$ cat src/rtl/fp_mask.sv
// fp_mask: front-end field extraction for the binary32 FP adder.
// Splits operands A and B into sign/exponent/mantissa fields, builds the
// hidden-bit significand, classifies each operand, and compares the
// magnitudes. Everything is captured in one register stage; the data
// registers load only on in_valid, and out_valid follows in_valid.
module fp_mask (
  input  logic        clk,
  input  logic        rst_n,
  input  logic        in_valid,
  input  logic [31:0] a,
  input  logic [31:0] b,
  output logic        out_valid,
  output logic        sign_a,
  output logic        sign_b,
  output logic [7:0]  exponent_a,
  output logic [7:0]  exponent_b,
  output logic [22:0] mantissa_a,
  output logic [22:0] mantissa_b,
  output logic [23:0] signif_a,
  output logic [23:0] signif_b,
  output logic        zero_a,
  output logic        denorm_a,
  output logic        inf_a,
  output logic        nan_a,
  output logic        zero_b,
  output logic        denorm_b,
  output logic        inf_b,
  output logic        nan_b,
  output logic        a_mag_ge_b
);

  // Per-operand decoded view; one register of this type per operand.
  typedef struct packed {
    logic        sign;
    logic [7:0]  exponent;
    logic [22:0] mantissa;
    logic [23:0] signif;
    logic        zero;
    logic        denorm;
    logic        inf;
    logic        nan;
  } fields_t;

  // Pure bit slicing plus class decode; no bias removal or normalisation.
  function automatic fields_t split(input logic [31:0] x);
    fields_t f;
    logic    e_zero;
    logic    e_ones;
    logic    m_zero;
    e_zero     = (x[30:23] == 8'h00);
    e_ones     = (x[30:23] == 8'hFF);
    m_zero     = (x[22:0] == 23'd0);
    f.sign     = x[31];
    f.exponent = x[30:23];
    f.mantissa = x[22:0];
    // Hidden bit is set for normals, inf and NaN alike.
    f.signif   = {~e_zero, x[22:0]};
    f.zero     = e_zero & m_zero;
    f.denorm   = e_zero & ~m_zero;
    f.inf      = e_ones & m_zero;
    f.nan      = e_ones & ~m_zero;
    return f;
  endfunction

  fields_t next_a;
  fields_t next_b;
  logic    next_ge;
  fields_t reg_a;
  fields_t reg_b;
  logic    reg_ge;
  logic    reg_valid;

  // Decode the incoming pair ahead of the capture register.
  // NOTE: every always_comb output is assigned on every path, so no latch is inferred.
  always_comb begin
    next_a  = split(a);
    next_b  = split(b);
    // Sign bit excluded; +0/-0 and equal magnitudes compare as >=.
    next_ge = (a[30:0] >= b[30:0]);
  end

  // Capture register: valid tracks in_valid every edge, data loads on in_valid.
  // NOTE: sequential state uses non-blocking assignments so all registers update together.
  always_ff @(posedge clk or negedge rst_n) begin
    if (!rst_n) begin
      reg_valid <= 1'b0;
      reg_a     <= '0;
      reg_b     <= '0;
      reg_ge    <= 1'b0;
    end else begin
      reg_valid <= in_valid;
      if (in_valid) begin
        reg_a  <= next_a;
        reg_b  <= next_b;
        reg_ge <= next_ge;
      end
    end
  end

  assign out_valid  = reg_valid;
  assign sign_a     = reg_a.sign;
  assign exponent_a = reg_a.exponent;
  assign mantissa_a = reg_a.mantissa;
  assign signif_a   = reg_a.signif;
  assign zero_a     = reg_a.zero;
  assign denorm_a   = reg_a.denorm;
  assign inf_a      = reg_a.inf;
  assign nan_a      = reg_a.nan;
  assign sign_b     = reg_b.sign;
  assign exponent_b = reg_b.exponent;
  assign mantissa_b = reg_b.mantissa;
  assign signif_b   = reg_b.signif;
  assign zero_b     = reg_b.zero;
  assign denorm_b   = reg_b.denorm;
  assign inf_b      = reg_b.inf;
  assign nan_b      = reg_b.nan;
  assign a_mag_ge_b = reg_ge;

endmodule

$ cat config.mk
export PLATFORM = sky130hd
export DESIGN_NAME = fp_mask
export DESIGN_NICKNAME = d
export VERILOG_FILES = /design/src/rtl/fp_mask.sv
export SDC_FILE = /design/constraint.sdc
export NUM_CORES = 1
export LEC_CHECK = 0
export BUFFER_PORTS_ARGS = -buffer_cell sky130_fd_sc_hd__buf_2
export CAP_MARGIN = 20
export CORE_MARGIN = 2
export CORE_UTILIZATION = 47
export DETAILED_ROUTE_END_ITERATION = 16
export GPL_TIMING_DRIVEN = 0
export PLACE_DENSITY = 0.8
export SETUP_SLACK_MARGIN = 0.1
export SYNTH_ARGS = -nofsm -noshare
export SYNTH_HDL_FRONTEND = slang
export SYNTH_SLANG_ARGS = --single-unit
$ cat constraint.sdc
create_clock -name clk -period 1 [get_ports clk]
set_input_delay 0.15 -clock clk [delete_from_list [all_inputs] [get_ports clk]]
set_output_delay 0.15 -clock clk [all_outputs]
set_load 0.03 [all_outputs]
### Word-level counts from Yosys, hierarchy flattened

Index checks and enable logic that the tools add are counted.

* add/subtract/negate cells: 0
* multiply operators: 0
* divide/modulo/power cells: 0
* $lt $le $gt $ge: 1
* eq/ne operators: 2
* shifts and indexed selects: 0
* multiplexer cells: 0
* bitwise gates (word level): 12
* reduce and logical (&&, ||, !) cells: 4

Operators by type and width (count)
* 23-bit zero test: 2
* 31-bit greater-or-equal comparator: 1
* 8-bit equality test, second input constant: 2
* 8-bit zero test: 2
* 1-bit AND: 8
* 1-bit inverter: 4

* register bits: 122
* bits in latches: 0
* RAM bits: 0
* bits in read-only memories: 0
* input port bits: 67
* output and inout port bits: 122
* logic and storage cells: 37
* memories kept: 0

### Depth between registers and ports, before layout

* word-level depth: 3
* mapped depth: 7
* depth with buffers taken out: 7

### Worst setup path before layout

OpenSTA, ideal clock, no wires.

* path kind: in2reg
* start point: in b[29]
* end point: reg reg_ge (netlist: a_mag_ge_b)
* library setup time: 0.128 ns
* arrival time: 1.292 ns
* required time: 0.872 ns
* path slack: -0.420 ns
* stages: 7
* path buffers: 0
* cell sequence: inv_1 -> ha_1 -> a21oi_1 -> a21boi_1 -> a2111o_1 -> a211oi_2 -> o22ai_2

* cells in the longest elaborated chain, start to end: 1

Ends and longest elaborated chain
* start, declared: RTL line 11 `input logic [31:0] b,`
* 31-bit greater-or-equal comparator: RTL line 79 `next_ge = (a[30:0] >= b[30:0]);`
* end signal, assigned: RTL line 95 `reg_ge <= next_ge;`
* end, declared: RTL line 70 `logic reg_ge;`

Every way passes these cells.
A chain may end at the register's enable or synchronous reset.

### Final worst setup path

* start point: in b[26]
* end point: reg reg_ge (netlist: a_mag_ge_b)

Same word-level chain as after synthesis.

==> metrics.cfg <==
[outcome]
status=finished with violations
violations=setup timing

[cts]
clock-sinks=76
numCtsBuffers=9
htreeDepth=3
cts_tree=done
root_buffer=clkbuf_8
cts_buffer_depth=2
clk_pin_slew_ns=0.08
clk_latency_ns=0.34

[sta]
finalCriticalPeriod_ns=1.214
setup_slack_ns=-0.2144
slew_headroom=0.7505
clock-skew-final_ns=0
setup_violations=125
hold_violations=0
maxSlewViolCount=0
rsz0062_at_grt=true
finalSetupTns_ns=-13.25
fmax_mhz=823.5
worst_pin_slew_ns=0.3709
post-route-period-util=1.214

[critical_path]
cp_top_family=simple AND/OR/NAND/NOR gates
slowest_delay_ns=0.32
ff2ff_path_depth=3
cp_slowest_cell=nor4_2
timing.rr.start=mantissa_b[17]
arrival_ns=1.48
timing.reg2reg.setup_slack_ns=-0.06
worstSetupPathType=in -> reg
worstSetupEndpointType=flop
required_ns=1.27
path_cells=buf_2 -> inv_1 -> ha_4 -> nand4_2 -> nor4_2 -> a2111o_1 -> a211oi_2 -> o22ai_2
rr_endpoint=mantissa_b[17]
start_kind=input port
path_max_fanout=4
crit_buf_inv=2

[routing]
avgRoutedWirePerCell_um=20.24
viasPerCell=5.303
vias=3654
postRouteAntennaNets=0
routed_wirelength_um=13950
route.detailed.drc=0
dr.pass1.iters=4
drtIter0Drc=131

[pwr]
p_int_mw=6.477
p_leak_nw=3.378
clkPwrFrac=0.243
swShare=0.3430
p_seq_frac=0.370
ir_drop_uv=865.4
power.density_mw_per_mm2=1412
power_switching_mw=3.381
comb_power_share=0.387

[synthesis]
syn_area_mm2=0.004066
yosysMostFrequentCell=dfrtp_1
yosysUniqueCellTypes=32
synth.top_cells.by_count=dfrtp_1 (76), mux2_2 (62), buf_4 (46)
synth-edff-count=0
syn_inst=349
async_flop_share=1.000
syn_nets=447
synth_flop_cell=dfrtp_1
synth-seq-cells=76
synthTopCellsByArea=dfrtp_1 (47%), mux2_2 (17%), ha_1 (9.5%), buf_4 (8.5%), inv_1 (3.0%)
yosysTopAreaCellShare=0.4677
yosysTopAreaCell=dfrtp_1
syn_area_per_cell_um2=11.65
yosysWarningCount=0
seq_area_frac_synth=0.4677

[worst_hold_path]
min_to=sign_b
hp-start=b[31]
min_path_cells=2
hp-class=in -> reg

[layout]
num_antenna_cells=0
drive_above_1_share=0.6695
syn2layout_area_growth_pct=71.72
utilization=0.8414
nNetsFinal=677

[global_route]
grt-ovfl-total=0
first_global_vias=3985
antenna_found_initial=0
grt_pass1_wl_um=21400
grt_max_degree=62
grt_usage=0.2862

[flow_run]
drv_cap=0

[floorplanning]
die_x_um=97.02
ios=189
start_util=0.4900
die_h_um=97.02
die-area_mm2=0.009412
core-area_mm2=0.008299
fp-row-count=33

[placed_design]
gp_congestion=0.8340
portBuffers=188
dp_hpwl_um=8724
place_ws_ns=-0.6791

==> worst max path at each step <==
stage	start	to	slack, ns	cells after the start
after floorplan	b[29]	a_mag_ge_b	-0.41	7
after global placement	rst_n	mantissa_b[11]	-0.68	1
after detailed placement	b[30]	a_mag_ge_b	-0.68	8
after CTS	b[26]	a_mag_ge_b	-0.18	8
after global routing	b[4]	a_mag_ge_b	-0.30	8
final	b[26]	a_mag_ge_b	-0.21	8
==> registers in the layout (all words and copies together), names as in the netlist, 2 cells and up <==
name,count
signif_a,2
mantissa_a,22
exponent_a,8
signif_b,2
exponent_b,8
mantissa_b,22
==> power by group through the flow <==
stage	Sequential, mW	Clock [mW]	Combinational (mW)
4_1_cts	3.60	2.41	3.60
3_5_place_dp	3.58	0	2.76
3_3_place_gp	3.56	0	2.70
2_1_floorplan	4.11	0	1.29
5_1_grt	3.69	2.57	3.99
6_report	3.65	2.39	3.81
==> cells in the final DEF, fill, tap and decap left out, drive strengths merged <==
master and n:
buf 271, dfrtp 76, mux2 62, inv 36
ha 31, nor4 13, clkbuf 10, nand4 10
a21oi 10, nand2 8, nor2 7, nor3 6
o2bb2ai 6, o21ai 6, nand3 5, a21o 4
o21a 3, clkinv 3, a22o 2, clkinvlp 2
dlygate4sd3 2, a211oi 2, nand4b 1, a21boi 1
a2111o 1, nand2b 1, a31oi 1, and2 1
a221oi 1, o22ai 1, bufinv 1
==> cell families after synthesis <==
kind of cell | Yosys count | share of synthesized area
AOI/OAI and AO/OA | 38 | 0.06615
adders and majority gates | 31 | 0.09538
buffers and inverters | 90 | 0.1280
DFF | 76 | 0.4677
and+or+nand+nor | 52 | 0.07108
muxes | 62 | 0.1717
==> metrics by stage <==
step	instances	hold slack (ns)	instance area (um2)	total power, mW
5_1_grt	689	0.03751	6983	10.24
6_report	689	0.04279	6983	9.859
3_3_place_gp	642	0.2745	5340	6.259
3_5_place_dp	643	0.02876	5370	6.341
4_1_cts	678	0.02698	6764	9.613
2_1_floorplan	349	-0.1456	4268	5.391
==> routing by layer <==
| metal | share of wire | vias up | wire [um] | global-route usage |
|---|---|---|---|---|
| met5 | 0 | - | 0 | 0 |
| met4 | 0.027 | 0 | 380 | 0.1062 |
| met3 | 0.056 | 31 | 782 | 0.04913 |
| met2 | 0.55 | 167 | 7653 | 0.5262 |
| met1 | 0.37 | 1815 | 5131 | 0.3318 |
| li1 | - | 1641 | - | - |
==> cell type report <==
cell class                 count  area (um2)
clock inverter                 6       63.81
multi-input combinational    183        1958
timing repair buffer         219        2061
buffer                        54       581.8
fill                         431        1316
inverter                      36       145.1
clock buffer                  10       137.6
tap                          105       131.4
sequential                    76        1904
==> repair_timing <==
item,in CTS,in global routing
endpoints found under the hold margin,77,0
hold buffers,2,0
setup endpoints to repair,131,142
resized for setup,314,38
pin swaps,14,4
setup buffers,17,13
No activity file was read; power rests on OpenSTA's default activity.
